<file path="src/rtl/uart_pkg.sv">
// uart_pkg: state encoding, data width and baud-divider helper shared by the UART blocks.
`default_nettype none

package uart_pkg;

   localparam int UART_DATA_BITS = 8;

   typedef enum logic [2:0] {
      IDLE   = 3'd0,
      START  = 3'd1,
      DATA   = 3'd2,
      PARITY = 3'd3,
      STOP   = 3'd4
   } uart_state_t;

   function automatic int clks_per_bit(input int clk_freq, input int baud);
      return clk_freq / baud;
   endfunction

endpackage

`default_nettype wire

</file>
<file path="src/rtl/uart_baud_cnt.sv">
// uart_baud_cnt: bit-period counter; bit_tick marks the last clock of each bit period.
`default_nettype none

module uart_baud_cnt #(
   parameter int CLKS_PER_BIT = 16
) (
   input  logic clk,
   input  logic reset_n,
   input  logic clear,
   output logic bit_tick
);

   localparam int CNT_W = (CLKS_PER_BIT > 1) ? $clog2(CLKS_PER_BIT) : 1;
   localparam logic [CNT_W-1:0] LAST = CNT_W'(CLKS_PER_BIT - 1);

   logic [CNT_W-1:0] clk_count;

   // Wrapping on the tick keeps consecutive bits exactly CLKS_PER_BIT long.
   always_ff @(posedge clk or negedge reset_n) begin
      if (!reset_n) begin
         clk_count <= '0;
      end else if (clear || bit_tick) begin
         clk_count <= '0;
      end else begin
         clk_count <= clk_count + 1'b1;
      end
   end

   assign bit_tick = !clear && (clk_count == LAST);

endmodule

`default_nettype wire

</file>
<file path="src/rtl/uart_tx.sv">
// uart_tx: valid/ready byte in, framed serial out (start, 8 data LSB-first, optional parity, 1-2 stop).
`default_nettype none

module uart_tx
   import uart_pkg::*;
#(
   parameter int CLK_FREQ   = 50000000,
   parameter int BAUD_RATE  = 9600,
   parameter int PARITY_EN  = 0,
   parameter int PARITY_ODD = 0,
   parameter int STOP_BITS  = 1
) (
   input  logic       clk,
   input  logic       reset_n,
   input  logic [7:0] tx_data,
   input  logic       tx_valid,
   output logic       tx_ready,
   output logic       tx_line,
   output logic       tx_busy,
   output logic       tx_done
);

   localparam int CLKS_PER_BIT = clks_per_bit(CLK_FREQ, BAUD_RATE);

   if (CLKS_PER_BIT < 2) begin : g_bad_clks
      $error("uart_tx: CLKS_PER_BIT must be at least 2");
   end
   if ((STOP_BITS != 1) && (STOP_BITS != 2)) begin : g_bad_stop
      $error("uart_tx: STOP_BITS must be 1 or 2");
   end

   uart_state_t state, state_next;
   logic [7:0]  shreg, shreg_next;
   logic [2:0]  bit_idx, bit_idx_next;
   logic        stop_cnt, stop_cnt_next;
   logic        parity_bit;
   logic        line_next;
   logic        done_next;
   logic        bit_tick;
   logic        accept;

   assign accept = tx_valid && tx_ready;

   uart_baud_cnt #(
      .CLKS_PER_BIT(CLKS_PER_BIT)
   ) u_baud (
      .clk     (clk),
      .reset_n (reset_n),
      .clear   (state == IDLE),
      .bit_tick(bit_tick)
   );

   always_comb begin
      state_next    = state;
      shreg_next    = shreg;
      bit_idx_next  = bit_idx;
      stop_cnt_next = stop_cnt;
      done_next     = 1'b0;
      case (state)
         IDLE: begin
            if (accept) begin
               state_next    = START;
               shreg_next    = tx_data;
               bit_idx_next  = 3'd0;
               stop_cnt_next = 1'b0;
            end
         end
         START: begin
            if (bit_tick) state_next = DATA;
         end
         DATA: begin
            if (bit_tick) begin
               if (bit_idx == 3'(UART_DATA_BITS - 1)) begin
                  state_next = (PARITY_EN != 0) ? PARITY : STOP;
               end else begin
                  bit_idx_next = bit_idx + 3'd1;
                  shreg_next   = {1'b0, shreg[7:1]};
               end
            end
         end
         PARITY: begin
            if (bit_tick) state_next = STOP;
         end
         STOP: begin
            if (bit_tick) begin
               if (stop_cnt == 1'(STOP_BITS - 1)) begin
                  state_next = IDLE;
                  done_next  = 1'b1;
               end else begin
                  stop_cnt_next = 1'b1;
               end
            end
         end
         default: state_next = IDLE;
      endcase

      // The line register is loaded from the next state so each bit starts on its edge.
      case (state_next)
         START:   line_next = 1'b0;
         DATA:    line_next = shreg_next[0];
         PARITY:  line_next = parity_bit;
         default: line_next = 1'b1;
      endcase
   end

   always_ff @(posedge clk or negedge reset_n) begin
      if (!reset_n) begin
         state      <= IDLE;
         shreg      <= 8'h00;
         bit_idx    <= 3'd0;
         stop_cnt   <= 1'b0;
         parity_bit <= 1'b0;
         tx_line    <= 1'b1;
         tx_busy    <= 1'b0;
         tx_done    <= 1'b0;
         tx_ready   <= 1'b1;
      end else begin
         state    <= state_next;
         shreg    <= shreg_next;
         bit_idx  <= bit_idx_next;
         stop_cnt <= stop_cnt_next;
         tx_line  <= line_next;
         tx_busy  <= (state_next != IDLE);
         tx_ready <= (state_next == IDLE);
         tx_done  <= done_next;
         if (accept) begin
            parity_bit <= (PARITY_ODD != 0) ? ~^tx_data : ^tx_data;
         end
      end
   end

endmodule

`default_nettype wire

</file>
<file path="config.mk">
export PLATFORM = sky130hd
export DESIGN_NAME = uart_tx
export DESIGN_NICKNAME = d
export VERILOG_FILES = /design/src/rtl/uart_pkg.sv /design/src/rtl/uart_baud_cnt.sv /design/src/rtl/uart_tx.sv
export SDC_FILE = /design/constraint.sdc
export NUM_CORES = 1
export LEC_CHECK = 0
export CAP_MARGIN = 10
export CORE_MARGIN = 4
export CORE_UTILIZATION = 45
export CTS_CLUSTER_DIAMETER = 120
export DETAILED_ROUTE_END_ITERATION = 10
export PLACE_DENSITY_LB_ADDON = 0.12
export SLEW_MARGIN = 20
export SYNTH_ARGS = -nofsm -noshare
export SYNTH_HDL_FRONTEND = slang
export SYNTH_SLANG_ARGS = --single-unit
</file>
<file path="constraint.sdc">
create_clock -name clk -period 6 [get_ports clk]
set_input_delay 0.6 -clock clk [delete_from_list [all_inputs] [get_ports clk]]
set_output_delay 0.6 -clock clk [all_outputs]
set_load 0.005 [all_outputs]
</file>
-- After elaboration in Yosys (flattened, before gate mapping)
Cells that the tools add are included.
- equality and inequality tests: 13
- muxes and demuxes: 25
- add/sub/neg operators: 2
- reductions and logical operators: 12
- operators with widths (operator ; number):
    two-way mux 3 bit ; 10
    two-way mux 8 bit ; 3
    case mux 8 bit (2 select lines) ; 1
    case mux 3 bit (5 select lines) ; 1
    adder 13 x 1 -> 13 bit, second input constant ; 1
    == test 13 bit, second input constant ; 1
    two-way mux 13 bit ; 1
    == test 3 x 2 -> 1 bit, second input constant ; 4
    parity 8 bit ; 1
    == test 3 x 1 -> 1 bit, second input constant ; 2
    == test 3 bit, second input constant ; 2
    zero test 3 bit ; 2
    two-way mux 1 bit ; 6
    case mux 3 bit (2 select lines) ; 1
    != test 2 x 1 -> 1 bit, second input constant ; 2
    != test 2 bit, second input constant ; 2
    AND reduction 4 bit ; 1
    nonzero test 2 bit ; 2
    adder 3 x 1 -> 3 bit, second input constant ; 1
    case mux 1 bit (3 select lines) ; 1
    AND reduction 3 bit ; 1
    nonzero test 3 bit ; 1
    logical AND 1 bit ; 2
    case mux 1 bit (2 select lines) ; 1
    2 further kinds ; 2
- register bits: 33
- output and inout bits: 4
- input port bits: 11
- word-level logic and storage cells: 63

-- Depth between registers and ports, before layout
Gate-level depths: netlist (run 1).
- word-level depth: 7
- depth in mapped cells: 7
- gate-level depth less buffers: 6

-- Modules after synthesis
From an unflattened synthesis (run 1), not the netlist that was laid out.
- cell total of the unflattened synthesis: 151
- area total of the unflattened synthesis: 1572.8 µm²
- by module, submodules not included (module ; seq. area each (µm²) ; cells an instance ; instances ; area each (µm²)):
    uart_tx ; 478.0 ; 83 ; 1 ; 889.6
    uart_baud_cnt ; 325.3 ; 68 ; 1 ; 683.2

-- Least setup slack after synthesis (run 1)
Ideal clock, no wire load.
- path kind: register -> register
- from: reg u_baud.clk_count[8]
- to: reg shreg[1]
- setup slack: 3.821 ns
- buffers on the path: 2
- data required time: 5.874 ns
- arrival time: 2.053 ns
- period minus slack after synthesis: 2.179 ns
- cell stages (with the launch flop): 7
- setup time: 0.126 ns
- cell sequence: dfrtp_1 > or4b_4 > or3_1 > buf_6 > a22o_1 > buf_6 > a221o_1
- word-level cells in the longest chain between the ends: 4
- ends and longest elaborated chain (item ; RTL line ; RTL):
    from (decl) ; uart_baud_cnt.sv:16 ; logic [CNT_W-1:0] clk_count;
    from (signal assigned) ; uart_baud_cnt.sv:25 ; clk_count <= clk_count + 1'b1;
    == test 13 bit ; uart_baud_cnt.sv:29 ; assign bit_tick = !clear && (clk_count == LAST);
    logical AND 1 bit ; uart_baud_cnt.sv:29 ;
    != test 2 x 1 -> 1 bit (no line) ; - ;
    AND reduction 4 bit (no line) ; - ;
    to (signal assigned) ; uart_tx.sv:119 ; shreg <= shreg_next;
    to (decl) ; uart_tx.sv:33 ; logic [7:0] shreg, shreg_next;
Every way passes these cells.
A chain may end at the register's enable or synchronous reset.

-- Final worst setup path (run 1)
- from: reg u_baud.clk_count[8]
- to: reg shreg[6]
The elaborated chain is that of the path after synthesis.

==> results.yml, run 1 <==
power_and_ir_drop:
  sw_frac_of_total_pct: 29.3
  power-per-cell-area_nw_per_um2: 301
  p_leak_nw: 0.790
  power.switching_mw: 0.160
  ir_drop_uv: 165
  p_int_mw: 0.386
  pwr-share-clk_pct: 23.1
  power_frac_seq_pct: 55.7
  comb_power_share_pct: 21.2
  p_total_mw: 0.546
route:
  vias: 1187
  drt-total-wl_um: 2920
  firstDrtPassIters: 4
  avgViaCountPerCell: 5.71
  antenna_left: 0
  drc: 0
  wire_per_inst_um: 14.0
  first_iter_violations: 41
synthesis:
  synthesis.nets: 159
  ys_top_cells_by_area: "dfrtp_1, xnor2_1, a221o_1"
  ys_warn_count: 0
  async_reset_ff_share_pct: 100
  yosysSeqAreaShare_pct: 50.6
  netlist_instances: 145
  synth_commonest_cells: "dfrtp_1, nor2_1, xnor2_1"
  synth_most_common_cell: "dfrtp_1"
  yosysTopAreaCell: "dfrtp_1"
  synth_edf_count: 0
  syn_area_um2: 1590
  ys_types: 47
  synthFlopType: "dfrtp_1"
  synth_top_cell_area_share_pct: 47.3
  avgSynthCellArea_um2: 10.9
  yosys_register_bits: 32
clock_tree:
  cts_setup_buffers: 0
  numClockSinks: 32
  numCtsBuffers: 5
  clk_latency_ns: 0.33
  tritoncts: "yes"
  cts_hold_buf: 0
  htree_levels: 2
  clockBufferDepth: 2
  postCtsResizedCells: 0
  path_clk_slew_ns: 0.09
  cts-root-buf: "clkbuf_4"
worst_setup_path:
  worst-setup-path-type: "flop to flop"
  crit_family: "simple AND/OR/NAND/NOR gates"
  required_ns: 6.22
  path_cells: "or4b_4 -> or3_1 -> a22o_1 -> a221o_1"
  arrival_ns: 2.55
  start_kind: "flop"
  worst_setup_path_end_kind: "flop"
  crit_fanout: 10
  slowest_stage: "or4b_4"
  cp_slowest_stage_delay_ns: 0.55
  critPathBufInv: 0
timing:
  min_period_ns: 2.33
  tns_ns: 0
  rsz0062_at_grt: "no"
  drv_slew: 0
  fmax_ghz: 0.428
  worst_pin_slew_ns: 0.476
  timing.hold.ws_ns: 0.485
  clock_skew_ns: 0.00892
  slew_headroom_pct: 68.3
  setup_viol: 0
  final.period_utilization_pct: 38.9
  fin_ws_ns: 3.67
  hold_viol_final: 0
global_route:
  grt_pass1_vias: 1109
  grt-ovfl-total: 0
  grt_max_degree: 33
  track_usage_pct: 15.3
  antenna_found_initial: 0
  grt_pass1_wl_um: 5130
job:
  cap_violations: 0
floorplan:
  design.core.area_um2: 3360
  fp.dieW_um: 67.4
  die_h_um: 67.4
  fp-row-count: 21
  initial_core_util_pct: 47.2
  dieArea_um2: 4540
  ioPinCount: 15
min_path:
  min_path_type: "flop to flop"
placed_design:
  pre_cts_ws_ns: 3.67
  portBuffers: 14
  dp_hpwl_um: 2080
  placed_area_um2: 1750
  dp_cells: 200
  gp_congestion: 0.808
finish:
  stdcell_area_um2: 1810
  areaGrowthSynthToFinish_pct: 14.2
  diodes: 0
  drive_above_1_share_pct: 12.3
  n_fill_cell: 327
  fin_cells: 208
  finish.utilization_pct: 53.9
  fin_nets: 175
run_status:
  outcome: "completed"
[power groups by stage]
| stage | Combinational [mW] | Clock, mW | Sequential (mW) |
|---|---|---|---|
| after floorplan | 0.0901 | 0 | 0.291 |
| after global placement | 0.114 | 0 | 0.306 |
| after detailed placement | 0.116 | 0 | 0.307 |
| after CTS | 0.117 | 0.133 | 0.303 |
| after global routing | 0.130 | 0.140 | 0.311 |
| final | 0.116 | 0.126 | 0.304 |
[per-layer routing]
metal	vias to the layer above	track usage [%]	part of all wire, %
li1	560	-	-
met1	595	20.3	47
met2	27	23.1	47
met3	5	3.99	4.3
met4	0	7.85	1.7
met5	-	0	0
[sequential cells by signal (all words and copies together), names as in the netlist, 3 cells and up]
register	count
u_baud.clk_count	13
shreg	8
state	3
bit_idx	3
[final cells by class]
cell class	count	area [µm²]	area share [%]
Sequential cell	32	803	44.3
Multi-Input combinational cell	104	733	40.5
Inverter	3	11.3	0.622
Clock buffer	8	58.8	3.25
Timing Repair Buffer	15	148	8.15
Tap cell	46	57.6	3.18
[worst reg2reg max path, cell delays in order (launching register included)]
cell     delay [ns]
dfrtp_1        0.42
or4b_4         0.55
or3_1          0.47
a22o_1         0.39
a221o_1        0.40
[kinds of logic after synthesis]
group | Yosys count | synth area share, %
XOR/XNOR | 16 | 8.83
multiplexers | 2 | 1.34
adder cells (fa/ha/maj) | 3 | 2.37
buffers and inverters | 9 | 3.15
AO/OA/AOI/OAI | 26 | 13.3
AND/OR/NAND/NOR | 57 | 20.3
flip-flops | 32 | 50.6
[final timing paths]
check	start	to	slack [ns]	cells after the start
hold / removal	u_baud.clk_count[0]	u_baud.clk_count[0]	0.49	1
setup / recovery	u_baud.clk_count[8]	shreg[6]	3.67	4
hold reg to reg	u_baud.clk_count[0]	u_baud.clk_count[0]	0.49	1
min in group asynchronous	reset_n	state[2]	0.65	2
setup reg to reg	u_baud.clk_count[8]	shreg[6]	3.67	4
max in group asynchronous	reset_n	tx_line	5.03	2
[cell usage in the layout, fill, tap and decap left out, types with 4 or more instances in the layout]
cell              n
dfrtp_1          30
clkbuf_4          5
xnor2_1          11
and2_1            6
nor2_1           16
xor2_1            5
a21oi_1           4
clkdlybuf4s50_1  14
a221o_1           6
nand2_1           4
nand3_1           6
(Power assumes the default switching activity.)
==> run 2, diff against run 1 <==
Clock period 6 ns to 1.88 ns, I/O delays scaled along.
==> run 2 against run 1 <==
Effect of this change: maximum frequency is 15% higher; highest routed layer unchanged; largest power group unchanged; critical endpoint is now shreg[2]; final cell count is 14% higher; the flow now finishes with violations (negative setup slack); core utilization is 9.9 points higher.
==> results.yml, run 2 (synthesized netlist as in run 1, its figures left out) <==
worst_setup_path:
  slowest_stage: "or4b_4"
  worst-setup-path-type: "flop to flop"
  path_cells: "or4b_4 -> or3_4 -> a22o_2 -> a221o_1"
  required_ns: 2.11
  crit_fanout: 5
  arrival_ns: 2.26
  cp_slowest_stage_delay_ns: 0.54
  start_kind: "flop"
  worst_setup_path_end_kind: "flop"
floorplan:
  ioPinCount: 15
  die_h_um: 67.4
  dieArea_um2: 4540
  design.core.area_um2: 3360
  fp-row-count: 21
  initial_core_util_pct: 47.2
  fp.dieW_um: 67.4
finish:
  fin_nets: 204
  top_regs: "u_baud.clk_count: 13 flops, shreg: 8 flops"
  largest_reg_flops: 13
  layout_common_cells: "dfrtp_1, buf_4, nor2_1"
  diodes: 0
  drive_above_1_share_pct: 29.8
  final_common_cell: "dfrtp_1"
  top_register: "u_baud.clk_count"
  areaGrowthSynthToFinish_pct: 35.3
  finish.utilization_pct: 63.8
  n_fill_cell: 278
clock_tree:
  cts_hold_buf: 0
  numClockSinks: 32
  clockBufferDepth: 2
  cts-root-buf: "clkbuf_4"
  numCtsBuffers: 5
  path_clk_slew_ns: 0.10
  tritoncts: "yes"
  clk_latency_ns: 0.33
  htree_levels: 2
timing:
  clock_skew_ns: 0.00896
  fin_ws_ns: -0.156
  drv_slew: 0
  final.period_utilization_pct: 108
  fmax_ghz: 0.491
  slew_headroom_pct: 73.7
  setup_viol: 25
  timing.hold.ws_ns: 0.242
  worst_pin_slew_ns: 0.395
  rsz0062_at_grt: "yes"
  hold_viol_final: 0
  min_period_ns: 2.04
route:
  wl_met1_um: 1540
  drt-total-wl_um: 3300
  firstDrtPassIters: 4
  first_iter_violations: 73
  vias: 1286
  drc: 0
  avgViaCountPerCell: 5.43
  wire_per_inst_um: 13.9
  dr_wl_met2_um: 1540
  topRoutingLayerUsed: "met4"
  wl_met3_um: 169
  antenna_left: 0
run_status:
  violations: "negative setup slack"
  outcome: "complete, but fails checks"
placed_design:
  dp_hpwl_um: 2300
  gp_congestion: 0.824
  portBuffers: 14
power_and_ir_drop:
  p_leak_nw: 0.949
  p_total_mw: 2.10
  power-per-cell-area_nw_per_um2: 980
  ir_drop_uv: 596
job:
  cap_violations: 0
global_route:
  track_usage_pct: 15.8
  grt-ovfl-total: 0
  grt_pass1_wl_um: 5330
  grt_pass1_vias: 1232
  grt_max_degree: 33
  antenna_found_initial: 0
min_path:
  min_path_type: "primary input to asynchronous set/reset pin"
run 2: critical path: cells and delay by family, from the launching register on:
family / cells / cell delay [ns]
flip-flops: 1 / 0.39
AND/OR/NAND/NOR: 2 / 0.91
AO/OA/AOI/OAI: 2 / 0.64
run 2: layout make-up:
type	instances	area [µm²]	share of cell area [%]
timing repair buffer	43	392	18.3
clock buffer	7	65.1	3.03
multi-input combinational	105	787	36.7
sequential	32	803	37.4
inverter	3	11.3	0.525
clock inverter	1	30.0	1.40
tap	46	57.6	2.68
run 2: metal layers:
layer | GRT usage, % | up-vias
met5 | 0 | -
li1 | - | 624
met3 | 4.66 | 8
met1 | 20.3 | 619
met4 | 6.58 | 0
met2 | 24.7 | 35
run 2: repair_timing:
action,4_1_cts,5_1_grt
setup buffers,0,1
pin swaps,3,3
setup endpoints to repair,25,26
cloned,0,2
resized for setup,7,4
run 2: metrics by stage:
stage	area (µm²)	setup slack (ns)	std cells	TNS, ns
6_report	2150	-0.156	237	-2.88
5_1_grt	2150	-0.203	237	-3.68
3_5_place_dp	1960	-0.214	226	-2.87
4_1_cts	2080	-0.174	234	-2.67
3_3_place_gp	1960	-0.173	226	-1.96
2_1_floorplan	1590	-0.299	145	-2.67
run 2: path summary, 6_finish.rpt:
path / start / end / slack, ns / depth (start not counted)
setup / recovery: u_baud.clk_count[8] / shreg[2] / -0.16 / 4
hold reg to reg: shreg[6] / shreg[5] / 0.52 / 1
setup reg to reg: u_baud.clk_count[8] / shreg[2] / -0.16 / 4
min in group clk: tx_valid / parity_bit / 0.51 / 2
hold / removal: reset_n / shreg[2] / 0.24 / 2
max in group asynchronous: reset_n / tx_ready / 1.31 / 2
run 2: power by group:
| group | switching, mW | internal, mW | total [mW] |
|---|---|---|---|
| Combinational | 0.243 | 0.353 | 0.596 |
| Sequential | 0.0876 | 0.842 | 0.930 |
| Clock | 0.224 | 0.353 | 0.577 |
